[src/rtl/dmem_port_arbiter_pkg.sv]
// Shared encodings and parameter limits for the IF/EX data-memory port arbiter.
package dmem_port_arbiter_pkg;

   localparam logic OWN_IF = 1'b0;
   localparam logic OWN_EX = 1'b1;

   typedef enum logic {
      EX_PRI   = 1'b0,
      IF_FORCE = 1'b1
   } arb_mode_e;

   localparam int RD_LAT_MIN     = 1;
   localparam int RD_LAT_MAX     = 4;
   localparam int STARVE_MAX_MIN = 1;
   localparam int STARVE_MAX_MAX = 15;
   localparam int STARVE_CNT_W   = 4;

   function automatic int clamp_int(input int v, input int lo, input int hi);
      return (v < lo) ? lo : ((v > hi) ? hi : v);
   endfunction

endpackage

[src/rtl/dmem_rsp_tag_pipe.sv]
// DEPTH-stage {valid, owner} shift register that lines each read issue up with
// the SRAM data returning DEPTH cycles later.
module dmem_rsp_tag_pipe #(
   parameter int DEPTH = 1
) (
   input  logic clk,
   input  logic rst,
   input  logic push_valid_i,
   input  logic push_owner_i,
   output logic pop_valid_o,
   output logic pop_owner_o
);

   logic stage_valid_q [DEPTH];
   logic stage_owner_q [DEPTH];

   for (genvar gi = 0; gi < DEPTH; gi++) begin : g_stage
      if (gi == 0) begin : g_head
         always_ff @(posedge clk or posedge rst) begin
            if (rst) begin
               stage_valid_q[gi] <= 1'b0;
               stage_owner_q[gi] <= 1'b0;
            end else begin
               stage_valid_q[gi] <= push_valid_i;
               stage_owner_q[gi] <= push_owner_i;
            end
         end
      end else begin : g_body
         always_ff @(posedge clk or posedge rst) begin
            if (rst) begin
               stage_valid_q[gi] <= 1'b0;
               stage_owner_q[gi] <= 1'b0;
            end else begin
               stage_valid_q[gi] <= stage_valid_q[gi-1];
               stage_owner_q[gi] <= stage_owner_q[gi-1];
            end
         end
      end
   end

   assign pop_valid_o = stage_valid_q[DEPTH-1];
   assign pop_owner_o = stage_owner_q[DEPTH-1];

endmodule

[src/rtl/dmem_port_arbiter.sv]
// Shares one SRAM port between IF (reads) and EX (loads/stores), EX priority with
// an IF starvation guard. Define DMEM_ARB_PERF_EN to add saturating perf counters.
module dmem_port_arbiter
   import dmem_port_arbiter_pkg::*;
#(
   parameter int RD_LAT     = 1,
   parameter int STARVE_MAX = 4
) (
   input  logic        clk,
   input  logic        rst,
   input  logic        if_req,
   input  logic [31:0] if_addr,
   output logic        if_ready,
   output logic        if_rvalid,
   output logic [31:0] if_rdata,
   input  logic        ex_req,
   input  logic [31:0] ex_addr,
   input  logic [3:0]  ex_re,
   input  logic [3:0]  ex_we,
   input  logic [31:0] ex_wdata,
   output logic        ex_ready,
   output logic        ex_rvalid,
   output logic [31:0] ex_rdata,
   output logic        sram_en,
   output logic [3:0]  sram_we,
   output logic [31:0] sram_addr,
   output logic [31:0] sram_wdata,
   input  logic [31:0] sram_rdata
`ifdef DMEM_ARB_PERF_EN
   ,
   output logic [31:0] perf_conflict_cnt,
   output logic [31:0] perf_force_cnt
`endif
);

   localparam int LAT  = clamp_int(RD_LAT, RD_LAT_MIN, RD_LAT_MAX);
   localparam int SMAX = clamp_int(STARVE_MAX, STARVE_MAX_MIN, STARVE_MAX_MAX);
   localparam logic [STARVE_CNT_W-1:0] STARVE_LAST = STARVE_CNT_W'(SMAX - 1);

   arb_mode_e                mode_q, mode_d;
   logic [STARVE_CNT_W-1:0]  starve_cnt_q, starve_cnt_d;
   logic                     conflict, grant_if, grant_ex;
   logic                     ex_write, ex_read, rd_issue, rd_owner;
   logic                     tag_valid, tag_owner;

   assign conflict = if_req & ex_req;

   // Grants are gated by rst so nothing is accepted while reset is held.
   always_comb begin
      grant_if     = 1'b0;
      grant_ex     = 1'b0;
      mode_d       = mode_q;
      starve_cnt_d = starve_cnt_q;
      if (!rst) begin
         case (mode_q)
            EX_PRI: begin
               grant_ex = ex_req;
               grant_if = if_req & ~ex_req;
               if (conflict) begin
                  if (starve_cnt_q == STARVE_LAST) begin
                     mode_d       = IF_FORCE;
                     starve_cnt_d = '0;
                  end else begin
                     starve_cnt_d = starve_cnt_q + 1'b1;
                  end
               end else begin
                  starve_cnt_d = '0;
               end
            end
            IF_FORCE: begin
               grant_if     = if_req;
               mode_d       = EX_PRI;
               starve_cnt_d = '0;
            end
            default: mode_d = EX_PRI;
         endcase
      end
   end

   always_ff @(posedge clk or posedge rst) begin
      if (rst) begin
         mode_q       <= EX_PRI;
         starve_cnt_q <= '0;
      end else begin
         mode_q       <= mode_d;
         starve_cnt_q <= starve_cnt_d;
      end
   end

   // A write takes precedence over read strobes; an EX request with no strobes
   // is accepted without touching the SRAM.
   assign ex_write   = |ex_we;
   assign ex_read    = ~ex_write & (|ex_re);

   assign if_ready   = grant_if;
   assign ex_ready   = grant_ex;
   assign sram_en    = grant_if | (grant_ex & (ex_write | ex_read));
   assign sram_we    = grant_ex ? ex_we : 4'b0000;
   assign sram_addr  = grant_if ? if_addr : ex_addr;
   assign sram_wdata = ex_wdata;

   assign rd_issue   = grant_if | (grant_ex & ex_read);
   assign rd_owner   = grant_ex ? OWN_EX : OWN_IF;

   dmem_rsp_tag_pipe #(
      .DEPTH(LAT)
   ) u_tag_pipe (
      .clk         (clk),
      .rst         (rst),
      .push_valid_i(rd_issue),
      .push_owner_i(rd_owner),
      .pop_valid_o (tag_valid),
      .pop_owner_o (tag_owner)
   );

   assign if_rvalid = tag_valid & (tag_owner == OWN_IF);
   assign ex_rvalid = tag_valid & (tag_owner == OWN_EX);
   assign if_rdata  = sram_rdata;
   assign ex_rdata  = sram_rdata;

`ifdef DMEM_ARB_PERF_EN
   logic [31:0] perf_conflict_q, perf_force_q;

   always_ff @(posedge clk or posedge rst) begin
      if (rst) begin
         perf_conflict_q <= '0;
         perf_force_q    <= '0;
      end else begin
         if (conflict && (perf_conflict_q != 32'hFFFF_FFFF))
            perf_conflict_q <= perf_conflict_q + 32'd1;
         if ((mode_q == EX_PRI) && (mode_d == IF_FORCE) && (perf_force_q != 32'hFFFF_FFFF))
            perf_force_q <= perf_force_q + 32'd1;
      end
   end

   assign perf_conflict_cnt = perf_conflict_q;
   assign perf_force_cnt    = perf_force_q;
`endif

endmodule

[config.mk]
export PLATFORM = sky130hd
export DESIGN_NAME = dmem_port_arbiter
export DESIGN_NICKNAME = d
export VERILOG_FILES = /design/src/rtl/dmem_port_arbiter_pkg.sv /design/src/rtl/dmem_rsp_tag_pipe.sv /design/src/rtl/dmem_port_arbiter.sv
export SDC_FILE = /design/constraint.sdc
export NUM_CORES = 1
export LEC_CHECK = 0
export BUFFER_PORTS_ARGS = -buffer_cell sky130_fd_sc_hd__buf_2
export CORE_AREA = 2 2 108 110
export DETAILED_ROUTE_END_ITERATION = 8
export DIE_AREA = 0 0 110 112
export GPL_TIMING_DRIVEN = 0
export HOLD_SLACK_MARGIN = 0.03
export SYNTH_ARGS = -nofsm -noshare
export SYNTH_HDL_FRONTEND = slang
export SYNTH_SLANG_ARGS = --single-unit
[constraint.sdc]
create_clock -name clk -period 1.8 [get_ports clk]
set_input_delay 0.36 -clock clk [delete_from_list [all_inputs] [get_ports clk]]
set_output_delay 0.36 -clock clk [all_outputs]
set_load 0.01 [all_outputs]
---- Word-level counts from Yosys, hierarchy flattened ----
Cells that the tools add are included.
storage, ports and cells
  word-level logic and storage cells ...... 35
  bits in registers ....................... 7
  output and inout port bits .............. 137
  bits of input ports ..................... 140
operators by class
  muxes and demuxes ....................... 13
  bitwise gates (word level) .............. 14
  equal/unequal tests ..................... 1
  reduce and logical (&&, ||, !) cells .... 2
  $add $sub $neg .......................... 1
operators with widths
  cell                   number
  $mux W32               1
  $mux W4                3
  $pmux W4 S2            1
  $reduce_or A4 Y1       2
  $and A1 B1 Y1          7
  $mux W1                6
  $add A4 B1 Y4 const B  1
  $eq A4 B2 Y1 const B   1
  $not A1 Y1             4
  $pmux W1 S2            2
  $or A1 B1 Y1           3

---- Depth between registers and ports, before layout ----
  depth after elaboration ................. 6
  depth in mapped cells ................... 4

---- By module ----
From an unflattened synthesis, not the netlist that was laid out.
unflattened totals
  cells, all modules ...................... 174
  area total of the unflattened synthesis .. 1,692.9 µm²
by module, submodules not included
  module             cells each  seq. area each (µm²)  area an instance (µm²)  times used
  dmem_port_arbiter  171         125.1                 1,639.1                 1
  dmem_rsp_tag_pipe  3           50.0                  53.8                    1

---- Least setup slack after synthesis ----
Ideal clock, no wire load.
  path kind ............................... input port to output port
  start ................................... in ex_req
  end ..................................... out sram_addr[24]
  stages .................................. 4
  arrival time ............................ 1,450 ps
  buffers on the path ..................... 1
  setup slack ............................. -10 ps
  cells stage by stage .................... nor2b_2 nor3b_4 buf_6 mux2_2
on the way
  word-level cells in the longest chain between the ends .. 5
ends and longest elaborated chain
  what                RTL line                 text
  start: declaration  dmem_port_arbiter.sv:16  input logic ex_req,
  $not A1 Y1          dmem_port_arbiter.sv:58  grant_if = if_req & ~ex_req;
  $and A1 B1 Y1       dmem_port_arbiter.sv:58
  $pmux W1 S2         dmem_port_arbiter.sv:55  case (mode_q)
  $mux W1             dmem_port_arbiter.sv:54  if (!rst) begin
  net if_ready        dmem_port_arbiter.sv:13  output logic if_ready,
  $mux W32            dmem_port_arbiter.sv:99  assign sram_addr = grant_if ? if_addr : ex_addr;
  end: declaration    dmem_port_arbiter.sv:26  output logic [31:0] sram_addr,
The timed path passes the listed nets, and every way through them passes these cells.

---- Worst setup path after layout ----
  start ................................... reg mode_q
  end ..................................... out sram_addr[19]
on the way
  word-level cells in the longest chain between the ends .. 4
ends and longest elaborated chain
  what                      RTL line                 text
  start: declaration        dmem_port_arbiter.sv:40  arb_mode_e mode_q, mode_d;
  start signal: assignment  dmem_port_arbiter.sv:85  mode_q <= mode_d;
  $not A1 Y1                -
  $pmux W1 S2 (*)           dmem_port_arbiter.sv:55
  $mux W1 (*)               dmem_port_arbiter.sv:54
  $mux W32 (*)              dmem_port_arbiter.sv:99
Mark *: on every way between the ends. The rest lies on a longest branch, timed or not.

==> impl_metrics.csv <==
group,metric,value,unit
timing,worst_hold_slack,0.222,ns
worst_hold_path,hold_class,"in -> async",
critical_path,crit_type,"reg -> out",
layout,antenna_cells,0,
critical_path,crit_path_start_kind,"flip-flop",
cts,cts_root_buf,"clkbuf_16",
timing,slew_viol_final,0,
placement,gp_congestion,0.756,
cts,numCtsBuffers,3,
timing,setup_ws,-0.195,ns
placement,pre_cts_ws,-0.532,ns
critical_path,critPathMaxFanout,7,
grt,grt_max_degree,16,
drt,ant_nets,0,
timing,period_needed,2.00,ns
run_status,violations,"setup timing",
floorplan,pin_count,277,
cts,clk_path_buf_depth,2,
critical_path,crit_arrival,1.64,ns
timing,final-setup-viol-count,33,
timing,timing.final.crit_share,111,%
cts,cts_tree,"built",
floorplan,die_width,110,um
timing,max_slew_margin,68.4,%
timing,grt_setup_unrepaired,"true",
yosys,synth.cell_area,0.00153,mm^2
cts,clock_sinks,7,
timing,tns,-5.81,ns
drt,routedWlPerCell,10.7,um
layout,final_nets,541,
critical_path,cp.required,1.44,ns
drt,routed_wl,5820,um
grt,grt_overflow,0,
timing,skew,0.00433,ns
cts,htreeDepth,1,
floorplan,floorplan.initialDensity,13.7,%
layout,area.growth.synth_to_final,117,%
grt,antenna_found_initial,0,
yosys,ys_warn_count,0,
critical_path,end_kind,"output port",
floorplan,core-area,0.0112,mm^2
drt,dr.pass1.iters,4,
layout,drive_gt1_share,89.7,%
cts,clk_latency,0.23,ns
yosys,avgSynthCellArea,8.72,um^2
drt,drc,0,
cts,clk_pin_slew,0.04,ns
flow_run,cap_viol_max_count,0,
timing,fmax,501,MHz
floorplan,die_h,112,um
floorplan,dieArea,0.0123,mm^2
timing,hold_violations,0,
power_and_ir_drop,p_leak,1.93,nW
timing,worst_pin_slew,0.473,ns
placement,dp_hpwl,4820,um
layout,final_cell_mix,"buf_2 (180), buf_4 (98), buf_6 (33), mux2_4 (32)",
yosys,syn-instance-count,176,
run_status,status,"finished with violations",
yosys,syn_nets,317,
yosys,yosysSeqAreaShare,11.4,%
grt,grt_util_all_layers,7.43,%
power_and_ir_drop,pwr_density_cell,387,mW/mm^2
power_and_ir_drop,ir_worst_vdd,0.154,mV
yosys,synth_cell_types,26,
drt,drt-vias-per-instance,3.57,
grt,grt_pass1_vias,1813,
layout,final_common_cell,"buf_2",
placement,port_buffers,211,
drt,vias,1933,
grt,grt_pass1_wl,7310,um
floorplan,rows,39,
yosys,synth_seq_cells,7,
drt,drtIter0Drc,29,
synthesized netlist by cell type:
master | number | area, um^2
a21o_1 | 1 | 7.51
a21oi_1 | 1 | 5.00
a31o_2 | 1 | 8.76
and2_1 | 2 | 12.5
and3_1 | 4 | 25.0
and3b_1 | 1 | 8.76
buf_2 | 1 | 5.00
buf_4 | 96 | 721
buf_6 | 3 | 33.8
dfrtp_1 | 7 | 175
ha_1 | 1 | 12.5
inv_1 | 2 | 7.51
mux2_1 | 2 | 22.5
mux2_2 | 30 | 338
nand2_1 | 7 | 26.3
nand3_1 | 2 | 10.0
nand3b_1 | 2 | 15.0
nor2b_1 | 1 | 6.26
nor2b_2 | 1 | 8.76
nor3b_1 | 1 | 7.51
nor3b_4 | 1 | 18.8
nor4_1 | 2 | 12.5
o21ai_0 | 3 | 15.0
o2bb2ai_1 | 1 | 8.76
o31ai_1 | 1 | 7.51
or4_1 | 2 | 15.0
area by class of cell:
class | count | area [um^2]
Multi-Input combinational cell | 67 | 717
Inverter | 2 | 7.51
Fill cell | 1145 | 7850
Sequential cell | 7 | 175
Tap cell | 143 | 179
Clock inverter | 1 | 5.00
Timing Repair Buffer | 219 | 1400
Buffer | 100 | 776
Clock buffer | 3 | 75.1
report_power, final:
part | switching (mW) | total [mW] | internal [mW]
combinational | 0.268 | 0.740 | 0.472
sequential | 0.00401 | 0.168 | 0.164
clock | 0.0874 | 0.379 | 0.292
total | 0.359 | 1.29 | 0.928
path summary, 6_finish.rpt:
check,startpoint,to,slack (ns),depth (start not counted)
max in group asynchronous,rst,u_tag_pipe.pop_owner_o,1.25,2
worst max register to register,mode_q,u_tag_pipe.pop_valid_o,0.44,6
worst max-delay path,mode_q,sram_addr[19],-0.20,6
min in group clk,rst,mode_q,0.44,3
worst min register to register,starve_cnt_q[0],starve_cnt_q[0],0.52,1
worst min-delay path,rst,starve_cnt_q[1],0.22,2
flip-flops by register name (all words and copies together) (netlist names):
| signal | flops |
|---|---|
| starve_cnt_q | 4 |
| mode_q | 1 |
| u_tag_pipe.pop_owner_o | 1 |
| u_tag_pipe.pop_valid_o | 1 |
per-stage QoR:
step / power, mW / cells / utilization [%] / cell area (um^2)
after floorplan: 0.524 / 176 / - / 1540
after global placement: 0.771 / 530 / 24.8 / 2780
after detailed placement: 0.777 / 530 / 24.8 / 2780
after CTS: 1.25 / 540 / 28.1 / 3140
after global routing: 1.37 / 542 / 29.8 / 3330
final: 1.29 / 542 / 29.8 / 3330
critical path, cell delays in order (launching register included):
cell and delay, ns:
dfrtp_1 0.38, nor2b_4 0.06, nor3b_4 0.21, buf_12 0.18
clkbuf_16 0.16, mux2_4 0.30, buf_6 0.12
logic make-up (layout without fill, tap and decap cells):
logic type      after synthesis  count (layout)  share of synthesized area [%]
buf+inv                     102             325                           50.0
mux                          32              32                           23.5
simple gates                 26              26                           10.8
compound gates                8               8                           3.43
flops                         7               7                           11.4
fa+ha+maj                     1               1                          0.816
layer usage:
layer,global-route usage [%],up-vias,share of wire [%]
li1,-,938,-
met1,6.23,831,31
met2,17.0,162,56
met3,0.468,2,12
met4,2.03,0,0.69
met5,0,-,0
repair_timing:
| action | CTS | global route |
|---|---|---|
| cloned | 1 | 2 |
| hold buffers | 0 | 0 |
| buffers inserted | 5 | 1 |
| hold endpoints to repair | 0 | 0 |
| gates resized for setup | 41 | 31 |
| pin swaps | 1 | 1 |
| endpoints found under the setup margin | 34 | 34 |
(Power assumes the default switching activity.)
